### src/rtl/em_skid_pipe.sv
// EX->MEM pipeline register with a one-entry skid buffer: full throughput with
// a registered in_ready, two-deep FIFO, bubble-gated write-enable flags.
module em_skid_pipe #(
  parameter int V = 128,
  parameter int N = 32,
  parameter int M = 4
) (
  input  logic         clk,
  input  logic         rst,
  input  logic         flush,
  input  logic         in_valid,
  output logic         in_ready,
  input  logic         regw_E,
  input  logic         memw_E,
  input  logic         regmem_E,
  input  logic [M-1:0] regScr_E,
  input  logic [N-1:0] ALUrslt_E,
  input  logic [N-1:0] address_E,
  input  logic [V-1:0] regrsltV_E,
  input  logic [V-1:0] v_address_E,
  output logic         out_valid,
  input  logic         out_ready,
  output logic         regw_M,
  output logic         memw_M,
  output logic         regmem_M,
  output logic [M-1:0] regScr_M,
  output logic [N-1:0] ALUrslt_M,
  output logic [N-1:0] address_M,
  output logic [V-1:0] regrsltV_M,
  output logic [V-1:0] v_address_M,
  output logic [1:0]   occupancy
);

  typedef struct packed {
    logic         regw;
    logic         memw;
    logic         regmem;
    logic [M-1:0] scr;
    logic [N-1:0] alu;
    logic [N-1:0] addr;
    logic [V-1:0] vres;
    logic [V-1:0] vaddr;
  } beat_t;

  beat_t      head;
  beat_t      skid;
  beat_t      in_beat;
  logic [1:0] occ;
  logic       accept;
  logic       retire;

  assign in_beat = '{regw: regw_E, memw: memw_E, regmem: regmem_E, scr: regScr_E,
                     alu: ALUrslt_E, addr: address_E, vres: regrsltV_E,
                     vaddr: v_address_E};

  // Handshake flags decode only the occupancy register, never out_ready/in_valid.
  assign in_ready  = (occ != 2'd2);
  assign out_valid = (occ != 2'd0);
  assign accept    = in_valid & in_ready;
  assign retire    = out_valid & out_ready;

  always_ff @(posedge clk or posedge rst) begin
    if (rst) begin
      occ  <= 2'd0;
      head <= '0;
      skid <= '0;
    end else if (flush) begin
      occ <= 2'd0;
    end else begin
      if (retire) begin
        if (occ == 2'd2) begin
          head <= skid;
        end else if (accept) begin
          head <= in_beat;
        end
      end else if (accept) begin
        if (occ == 2'd0) begin
          head <= in_beat;
        end else begin
          skid <= in_beat;
        end
      end
      occ <= occ + {1'b0, accept} - {1'b0, retire};
    end
  end

  // Write enables are masked so an empty stage never commits; data fields hold.
  assign regw_M      = head.regw & out_valid;
  assign memw_M      = head.memw & out_valid;
  assign regmem_M    = head.regmem & out_valid;
  assign regScr_M    = head.scr;
  assign ALUrslt_M   = head.alu;
  assign address_M   = head.addr;
  assign regrsltV_M  = head.vres;
  assign v_address_M = head.vaddr;
  assign occupancy   = occ;

endmodule

### config.mk
export PLATFORM = sky130hd
export DESIGN_NAME = em_skid_pipe
export DESIGN_NICKNAME = d
export VERILOG_FILES = /design/src/rtl/em_skid_pipe.sv
export SDC_FILE = /design/constraint.sdc
export NUM_CORES = 1
export LEC_CHECK = 0
export BUFFER_PORTS_ARGS = -buffer_cell sky130_fd_sc_hd__clkbuf_2
export CAP_MARGIN = 20
export CORE_AREA = 2 2 261 263
export DETAILED_ROUTE_END_ITERATION = 8
export DIE_AREA = 0 0 263 265
export GPL_TIMING_DRIVEN = 0
export HOLD_SLACK_MARGIN = 0.02
export PLACE_DENSITY = 0.67
export SLEW_MARGIN = 20
export SYNTH_ARGS = -nofsm -noshare
export SYNTH_HDL_FRONTEND = slang
export SYNTH_SLANG_ARGS = --single-unit
### constraint.sdc
create_clock -name clk -period 29 [get_ports clk]
set_input_delay 2.9 -clock clk [delete_from_list [all_inputs] [get_ports clk]]
set_output_delay 2.9 -clock clk [all_outputs]
set_load 0.02 [all_outputs]
# Word level (Yosys, flattened, before mapping)

Cells that the tools add are included.

Bitwise gates (word level): 8
Reduce and logical (&&, ||, !) cells: 7
Equality and inequality tests: 2
$add $sub $neg: 2
Multiplexer cells: 6

Operator list:

| cell               | number |
|---|---|
| $mux 327           | 5 |
| $reduce_and 4->1   | 2 |
| $reduce_bool 2->1  | 4 |
| $and 1x1->1        | 5 |
| $not 1->1          | 3 |
| $add 2x1->2        | 1 |
| $eq 2x2->1 const B | 1 |
| $logic_not 2->1    | 1 |
| $mux 2             | 1 |
| $ne 2x2->1 const B | 1 |
| $sub 2x1->2        | 1 |

Logic and storage cells: 42
Register bits: 656

# Depth between registers and ports, before layout

Gate-level depths: netlist of run 1.

Depth after elaboration: 5
Depth in mapped cells: 8
Mapped depth without buffers: 8

# Worst setup path after synthesis of run 1

OpenSTA, ideal clock, no wires.

Path type: in2reg
Start point: in out_ready
End point: reg head (netlist bit ALUrslt_M[10])
Path buffers: 2
Setup slack: 24735 ps
Setup time: 125 ps
Cell stages on the path: 5
Arrival: 4140 ps
Cells stage by stage: nand3b_1 buf_2 clkbuf_1 mux2_2 mux2_2

Cells in the longest elaborated chain, start to end: 3

Ends and longest elaborated chain:

| element                            | RTL line | text |
|---|---|---|
| start: declaration                 | 22       | `input logic out_ready,` |
| $and 1x1->1 (*)                    | 60       | `assign retire = out_valid & out_ready;` |
| $reduce_bool 2->1 (no source line) | -        |  |
| $reduce_and 4->1 (no source line)  | -        |  |
| end signal: assignment             | 72       | `head <= skid;` |
| end signal: assignment             | 74       | `head <= in_beat;` |
| end signal: assignment             | 78       | `head <= in_beat;` |
| end: declaration                   | 45       | `beat_t head;` |

Every way passes the cells marked *; elsewhere a longest branch is shown, timed or not.
A chain may end at the register's enable or synchronous reset.

# Worst setup path in the final report of run 1

Start point: reg occ[1] (netlist: occupancy[1])
End point: out regmem_M

Cells in the longest elaborated chain, start to end: 2

Ends and longest elaborated chain:

| element                  | RTL line | text |
|---|---|---|
| start: declaration       | 48       | `logic [1:0] occ;` |
| start signal: assignment | 83       | `occ <= occ + {1'b0, accept} - {1'b0, retire};` |
| $reduce_bool 2->1        | 58       | `assign out_valid = (occ != 2'd0);` |
| $and 1x1->1              | 90       | `assign regmem_M = head.regmem & out_valid;` |
| end: declaration         | 25       | `output logic regmem_M,` |

Every way passes these cells.

==> results.sh, run 1 <==
export IMPL_cts_setup_buffers=0
export IMPL_initial_core_util_pct=45.8
export IMPL_clockBufferDepth=3
export IMPL_ioPinCount=663
export IMPL_drive_above_1_share_pct=75.5
export IMPL_setup_viol=0
export IMPL_antenna_found_initial=29
export IMPL_timing_rr_end="v_address_M[82]"
export IMPL_fin_crit_ns=4.67
export IMPL_yosys_register_bits=656
export IMPL_ir_drop_mv=0.0663
export IMPL_power_mw=4.26
export IMPL_power_density_nw_per_um2=113
export IMPL_drc=0
export IMPL_synth_most_common_cell="mux2_2"
export IMPL_postRouteAntennaNets=0
export IMPL_p_leak_nw=17.9
export IMPL_cp_start_kind="register"
export IMPL_tns_ns=0
export IMPL_worst_r2r_setup_slack_ns=26.35
export IMPL_status="completed"
export IMPL_detailedPlace_worstSlack_ns=23.77
export IMPL_ctsHoldBuffers=0
export IMPL_synth_top_area_share_pct=53.6
export IMPL_drv_cap=0
export IMPL_final_area_um2=37600
export IMPL_cp_end_kind="output port"
export IMPL_routedWlPerCell_um=20.7
export IMPL_yosysWarnings=0
export IMPL_crit_required_ns=26.10
export IMPL_cts_root_buffer_cell="clkbuf_16"
export IMPL_yosysTopAreaCell="dfrtp_1"
export IMPL_synth_edff_count=0
export IMPL_cts_clk_slew_worst_paths_ns=0.06
export IMPL_timing_final_ws_setup_ns=24.33
export IMPL_cp_max_fo=7
export IMPL_syn_to_final_growth_pct=22.9
export IMPL_cts_tree="built"
export IMPL_grt_max_degree=108
export IMPL_syn_cell_area_um2=30600
export IMPL_maxSlewHeadroom_pct=28.5
export IMPL_ys_seq_area_share_pct=53.6
export IMPL_grt_total_usage_pct=22.4
export IMPL_async_reset_ff_share_pct=100
export IMPL_grt_pass1_wl_um=121000
export IMPL_fmax_ghz=0.214
export IMPL_clkLatencyLatePin_ns=0.60
export IMPL_synth_area_top_cells="dfrtp_1, mux2_2, buf_4"
export IMPL_viasPerCell=4.95
export IMPL_synthTopCellsByCount="mux2_2, dfrtp_1, buf_4, buf_2, buf_1"
export IMPL_finalMaxSlewViolations=0
export IMPL_place_area_um2=35200
export IMPL_path_class="register to output port"
export IMPL_hold_path_class="register to register"
export IMPL_regArea_um2=16400
export IMPL_core_area_um2=66800
export IMPL_rows=95
export IMPL_grt_pass1_vias=20940
export IMPL_dr_pass1_iters=4
export IMPL_final_nets=3168
export IMPL_clock_sinks=656
export IMPL_fillerInstances=5549
export IMPL_cts_buffers=72
export IMPL_finalCritPeriodShare_pct=16.1
export IMPL_ys_types=20
export IMPL_ys_flop_type="dfrtp_1"
export IMPL_numPortBuffers=662
export IMPL_endpoint="regmem_M"
export IMPL_place_congestion=0.834
export IMPL_cts_resized=0
export IMPL_die_y_um=265
export IMPL_startpoint="occupancy[1]"
export IMPL_finalHoldViolCount=0
export IMPL_fin_skew_ns=0.0201
export IMPL_critPathArrivalTime_ns=1.77
export IMPL_die_width_um=263
export IMPL_overflow=0
export IMPL_r2r_cells=5
export IMPL_postLayoutCoreUtil_pct=56.3
export IMPL_vias=18725
export IMPL_synth_cells=2091
export IMPL_synth_nets=2425
export IMPL_dieArea_um2=69700
export IMPL_drt_iter0_drc=639
export IMPL_r2r_start="occupancy[0]"
export IMPL_drt_wl_total_um=78400
export IMPL_synth_avg_cell_area_um2=14.6
export IMPL_dp_hpwl_um=59500
export IMPL_multi_input_area_um2=11200
export IMPL_cts_max_level=3
export IMPL_grt_setup_unrepaired="false"
export IMPL_worstMarginPinSlew_ns=1.07
-- worst min-delay path by stage --
| stage | startpoint | endpoint | slack (ns) | cells past startpoint |
|---|---|---|---|---|
| 6_report | skid[127] | skid[127] | 0.50 | 1 |
| 5_1_grt | skid[208] | skid[208] | 0.51 | 1 |
| 3_5_place_dp | skid[162] | skid[162] | 0.49 | 1 |
| 4_1_cts | skid[127] | skid[127] | 0.50 | 1 |
| 2_1_floorplan | head[324] | head[324] | 0.47 | 1 |
| 3_3_place_gp | skid[270] | skid[270] | 0.48 | 1 |
-- state kept, by name (all words and copies together) (netlist names) --
| name | flops |
|---|---|
| ALUrslt_M | 32 |
| address_M | 32 |
| head | 3 |
| occupancy | 2 |
| regScr_M | 4 |
| regrsltV_M | 128 |
| skid | 327 |
| v_address_M | 128 |
-- cell usage in the layout (no fill, tap or decap), types with 2 or more instances in the layout --
cell and n:
mux2_2 981, clkbuf_2 662, dfrtp_1 656, buf_4 329
buf_2 88, clkbuf_16 72, diode_2 25, clkbuf_1 23
clkbuf_8 16, clkinv_2 11, buf_1 8, buf_16 7
nor2b_1 5, bufinv_16 5, inv_6 3, nand3b_1 2
buf_6 2, nor2_1 2, inv_1 2, ha_1 2
-- metrics by stage --
step,std cells,hold slack (ns)
after floorplan,2091,0.473
after global placement,3626,0.484
after detailed placement,3633,0.492
after CTS,3759,0.505
after global routing,3780,0.509
final,3784,0.500
-- cell type report --
type | instances | share of cell area, %
Clock buffer | 106 | 5.56
Inverter | 3 | 0.0499
Multi-Input combinational cell | 1000 | 29.8
Antenna cell | 25 | 0.166
Sequential cell | 656 | 43.7
Timing Repair Buffer | 669 | 9.32
Clock inverter | 20 | 0.659
Buffer | 432 | 7.93
Tap cell | 873 | 2.90
-- kinds of logic (layout without fill, tap and decap cells) --
group	Yosys count	after routing	synth area share, %
XOR/XNOR	1	1	0.0286
AND/OR/NAND/NOR	14	14	0.286
buffers and inverters	435	1230	9.78
AO/OA/AOI/OAI	1	1	0.0409
multiplexers	982	982	36.1
other	0	25	0
adder cells (fa/ha/maj)	2	2	0.0818
flip-flops	656	656	53.6
-- power by group --
part	switching, mW	internal, mW
Sequential	0.235	1.38
Combinational	0.812	0.920
Clock	0.369	0.543
Total	1.42	2.84
-- per-layer routing --
layer	share of wire, %	track usage (%)	vias up
met4	4.2	11.3	12
met5	0.10	0	-
met1	39	26.0	9506
met3	6.6	6.25	169
li1	-	-	8518
met2	50	37.9	520
-- worst max-delay path, cell delays in order, from the launching register on --
cell	delay, ns
dfrtp_1	0.46
nor2_1	0.38
nor2b_1	0.11
clkbuf_2	0.22
Power figures use the tool's default switching activity.
==> run 2, diff against run 1 <==
clock period = 4.3 ns   (was 29 ns; I/O delays follow)
==> results.sh, run 2 (synthesis gave the netlist of run 1 again) <==
export IMPL_postRouteAntennaNets=0
export IMPL_setup_viol=0
export IMPL_clkLatencyLatePin_ns=0.61
export IMPL_finalCritPeriodShare_pct=62.6
export IMPL_cts_tree="built"
export IMPL_drt_wl_total_um=78600
export IMPL_cts_root_buffer_cell="clkbuf_16"
export IMPL_drt_iter0_drc=654
export IMPL_cts_setup_buffers=0
export IMPL_core_area_um2=66800
export IMPL_swShare_pct=33.2
export IMPL_p_sw_mw=9.61
export IMPL_ir_drop_mv=0.452
export IMPL_place_congestion=0.823
export IMPL_viasPerCell=4.96
export IMPL_worstMarginPinSlew_ns=1.03
export IMPL_sequentialPowerShare_pct=37.7
export IMPL_postLayoutCoreUtil_pct=57.0
export IMPL_status="completed"
export IMPL_cts_clk_slew_worst_paths_ns=0.06
export IMPL_cp_start_kind="register"
export IMPL_fillerInstances=5490
export IMPL_dr_pass1_iters=4
export IMPL_fmax_ghz=0.372
export IMPL_critPathArrivalTime_ns=3.16
export IMPL_cp_end_kind="register"
export IMPL_dieArea_um2=69700
export IMPL_clockBufferDepth=3
export IMPL_finalMaxSlewViolations=0
export IMPL_maxSlewHeadroom_pct=31.5
export IMPL_drive_above_1_share_pct=75.6
export IMPL_dp_hpwl_um=59700
export IMPL_die_y_um=265
export IMPL_routedWlPerCell_um=20.6
export IMPL_grt_total_usage_pct=22.5
export IMPL_ioPinCount=663
export IMPL_top_register="skid"
export IMPL_final_nets=3191
export IMPL_hold_path_class="primary input to register"
export IMPL_cts_max_level=3
export IMPL_largest_reg_flops=327
export IMPL_grt_pass1_wl_um=122000
export IMPL_drc=0
export IMPL_syn_to_final_growth_pct=24.4
export IMPL_initial_core_util_pct=45.8
export IMPL_grt_setup_unrepaired="false"
export IMPL_drv_cap=0
export IMPL_grt_pass1_vias=21110
export IMPL_grt_max_degree=36
export IMPL_placed_cells=3649
export IMPL_vias=18879
export IMPL_fin_skew_ns=0.0232
export IMPL_p_clk_share_pct=21.9
export IMPL_rows=95
export IMPL_finalHoldViolCount=0
export IMPL_path_class="register to register"
export IMPL_numPortBuffers=662
export IMPL_ctsHoldBuffers=5
export IMPL_die_width_um=263
export IMPL_timing_final_ws_setup_ns=1.61
export IMPL_fin_crit_ns=2.69
export IMPL_cp_max_fo=10
export IMPL_power_density_nw_per_um2=760
export IMPL_cts_resized=0
export IMPL_layout_common_cells="mux2_2, clkbuf_2, dfrtp_1"
export IMPL_fin_cells=3807
export IMPL_mostFrequentLayoutCell="mux2_2"
export IMPL_p_leak_nw=18.2
export IMPL_p_int_mw=19.3
export IMPL_clock_sinks=656
export IMPL_detailedPlace_worstSlack_ns=1.41
export IMPL_overflow=0
export IMPL_antenna_found_initial=25
export IMPL_p_comb_share_pct=40.4
export IMPL_crit_required_ns=4.77
export IMPL_cts_buffers=74
==> run 2: cell count changes in the layout (fill, tap and decap cells not counted), sizes merged <==
| cell | change |
|---|---|
| inv | -4 |
| dlygate4sd3 | +5 |
| bufinv | -3 |
| clkbuf | +9 |
| clkinv | +3 |
| clkinvlp | +3 |
| buf | +16 |
| diode | -6 |
==> run 2: path summary, 6_finish.rpt <==
path / cells after the start / slack, ns / end / startpoint
setup / recovery: 5 / 1.61 / regrsltV_M[98] / occupancy[0]
hold / removal: 2 / 0.07 / skid[136] / regrsltV_E[8]
setup reg to reg: 5 / 1.61 / regrsltV_M[98] / occupancy[0]
hold reg to reg: 1 / 0.50 / skid[110] / skid[110]
max in group asynchronous: 10 / 1.89 / skid[149] / rst
min in group asynchronous: 3 / 0.45 / v_address_M[11] / rst
==> run 2: layout make-up <==
type,count,area (um2),share of cell area (%)
sequential,656,16400,43.1
multi-input combinational,1000,11200,29.4
timing repair buffer,690,3850,10.1
buffer,432,2980,7.83
clock buffer,115,2280,5.99
tap,873,1090,2.87
clock inverter,19,195,0.513
antenna,19,47.5,0.125
inverter,3,15.0,0.0394
==> run 2: power by group through the flow <==
stage	clock network, mW	logic [mW]	registers, mW
2_1_floorplan	0	8.73	10.5
3_3_place_gp	0	11.5	10.8
4_1_cts	6.50	11.9	10.9
5_1_grt	6.76	12.4	11.3
3_5_place_dp	0	11.8	11.0
6_report	6.32	11.7	10.9
==> run 2: worst max-delay path, cell delays in order, from the launching register on <==
cell and delay (ns):
dfrtp_1 0.47, nand3b_1 0.22, clkbuf_1 0.79, buf_2 0.43, mux2_2 0.38, mux2_2 0.27
==> run 2: through the flow <==
| stage | hold slack, ns | TNS (ns) | cell area (um2) | total power, mW |
|---|---|---|---|---|
| after floorplan | 0.473 | -3343.32 | 30600 | 19.2 |
| after global placement | 0.484 | -5560.37 | 35000 | 22.3 |
| after detailed placement | 0.492 | 0 | 35500 | 22.8 |
| after CTS | 0.0201 | 0 | 38000 | 29.3 |
| after global routing | 0.0248 | 0 | 38100 | 30.5 |
| final | 0.0665 | 0 | 38100 | 28.9 |
==> run 2: routing by layer <==
metal  share of wire (%)  global-route usage [%]  vias to the layer above  routed length (um)
met4                 4.0                    10.4                       14                3120
met5                0.11                       0                        -                  88
met1                  38                    25.1                     9636               30000
met2                  51                    39.6                      505               40200
li1                    -                       -                     8559                   -
met3                 6.5                    6.51                      165                5150
==> run 3, diff against run 2 <==
clock period = 2.5 ns   (was 4.3 ns; I/O delays follow)
==> results.sh, run 3 (synthesis gave the netlist of run 1 again) <==
export IMPL_setup_viol=0
export IMPL_final_nets=3515
export IMPL_p_leak_nw=19.5
export IMPL_antenna_found_initial=8
export IMPL_grt_pass1_wl_um=128000
export IMPL_fmax_ghz=0.420
export IMPL_grt_max_degree=36
export IMPL_hold_path_class="primary input to async pin"
export IMPL_power_density_nw_per_um2=1220
export IMPL_crit_required_ns=2.97
export IMPL_rows=95
export IMPL_initial_core_util_pct=45.8
export IMPL_fin_crit_ns=2.38
export IMPL_mostFrequentLayoutCell="mux2_2"
export IMPL_critPathArrivalTime_ns=2.85
export IMPL_clkLatencyLatePin_ns=0.61
export IMPL_layout_common_cells="mux2_2, clkbuf_2, dfrtp_1"
export IMPL_die_width_um=263
export IMPL_core_area_um2=66800
export IMPL_clock_sinks=656
export IMPL_grt_setup_unrepaired="false"
export IMPL_worstMarginPinSlew_ns=0.597
export IMPL_drt_wl_total_um=81100
export IMPL_status="completed"
export IMPL_viasPerCell=4.89
export IMPL_drc=0
export IMPL_cp_end_kind="register"
export IMPL_largest_reg_flops=327
export IMPL_cp_max_fo=10
export IMPL_ir_drop_mv=0.821
export IMPL_cts_buffers=74
export IMPL_grt_total_usage_pct=23.2
export IMPL_finalHoldViolCount=0
export IMPL_worst_r2r_setup_slack_ns=0.12
export IMPL_vias=20143
export IMPL_cp_start_kind="register"
export IMPL_postRouteAntennaNets=0
export IMPL_ioPinCount=663
export IMPL_cts_max_level=3
export IMPL_fin_cells=4118
export IMPL_cts_tree="built"
export IMPL_finalMaxSlewViolations=0
export IMPL_die_y_um=265
export IMPL_whs_ns=0.255
export IMPL_drt_iter0_drc=700
export IMPL_power_mw=50.4
export IMPL_top_register="skid"
export IMPL_dr_pass1_iters=4
export IMPL_grt_pass1_vias=22986
export IMPL_clockBufferDepth=3
export IMPL_cts_clk_slew_worst_paths_ns=0.06
export IMPL_placed_cells=3649
export IMPL_drv_cap=0
export IMPL_routedWlPerCell_um=19.7
export IMPL_path_class="register to register"
export IMPL_numPortBuffers=662
export IMPL_maxSlewHeadroom_pct=60.1
export IMPL_finalCritPeriodShare_pct=95.3
export IMPL_fin_skew_ns=0.0302
export IMPL_cts_root_buffer_cell="clkbuf_16"
export IMPL_final_area_um2=41300
export IMPL_dieArea_um2=69700
export IMPL_syn_to_final_growth_pct=35.0
export IMPL_drive_above_1_share_pct=68.4
export IMPL_cts_setup_buffers=0
export IMPL_place_area_um2=35500
export IMPL_place_congestion=0.823
export IMPL_dp_hpwl_um=59700
export IMPL_postLayoutCoreUtil_pct=61.8
export IMPL_overflow=0
-- run 3: final timing paths --
check	start	to	cells past startpoint
hold reg to reg	skid[123]	skid[123]	1
min in group clk	in_valid	occupancy[1]	6
setup reg to reg	occupancy[0]	v_address_M[21]	6
setup / recovery	occupancy[0]	v_address_M[21]	6
hold / removal	rst	v_address_M[11]	3
max in group asynchronous	rst	skid[149]	10
-- run 3: area by class of cell --
class / instances / area [um2]
multi-input combinational: 1000 / 11200
tap: 873 / 1090
clock buffer: 115 / 2280
inverter: 3 / 15.0
antenna: 6 / 15.0
fill: 5122 / 25500
buffer: 432 / 2990
clock inverter: 19 / 195
timing repair buffer: 1014 / 7100
sequential: 656 / 16400
-- run 3: power by group --
| group | internal (mW) | switching (mW) |
|---|---|---|
| logic | 11.1 | 9.60 |
| registers | 16.0 | 2.80 |
| clock network | 6.50 | 4.41 |
| total | 33.6 | 16.8 |
-- run 3: what timing repair did --
action / 4_1_cts / 5_1_grt
pin swaps: 0 / 0
hold endpoints to repair: 656 / 0
setup endpoints to repair: 305 / 51
hold buffers: 329 / 0
gates resized for setup: 4 / 7
-- run 3: metal layers --
metal  part of all wire (%)  vias up  global-route usage, %
met5                  0.028        -                      0
met1                     39    10213                   26.6
li1                       -     9203                      -
met4                    4.6        4                   11.2
met3                    5.3      191                   5.29
met2                     51      532                   41.1
-- run 3: per-stage QoR --
step           setup slack, ns   TNS, ns
2_1_floorplan            -6.72  -4406.04
3_3_place_gp            -10.19  -6658.57
3_5_place_dp            -0.341    -49.04
4_1_cts                 0.0509         0
5_1_grt                0.00776         0
6_report                 0.118         0
-- run 3: worst max-delay path: stages, from the launching register on --
cell      delay, ns
dfrtp_1        0.47
nand3b_1       0.23
buf_2          0.36
buf_6          0.23
buf_2          0.30
mux2_2         0.38
mux2_2         0.27
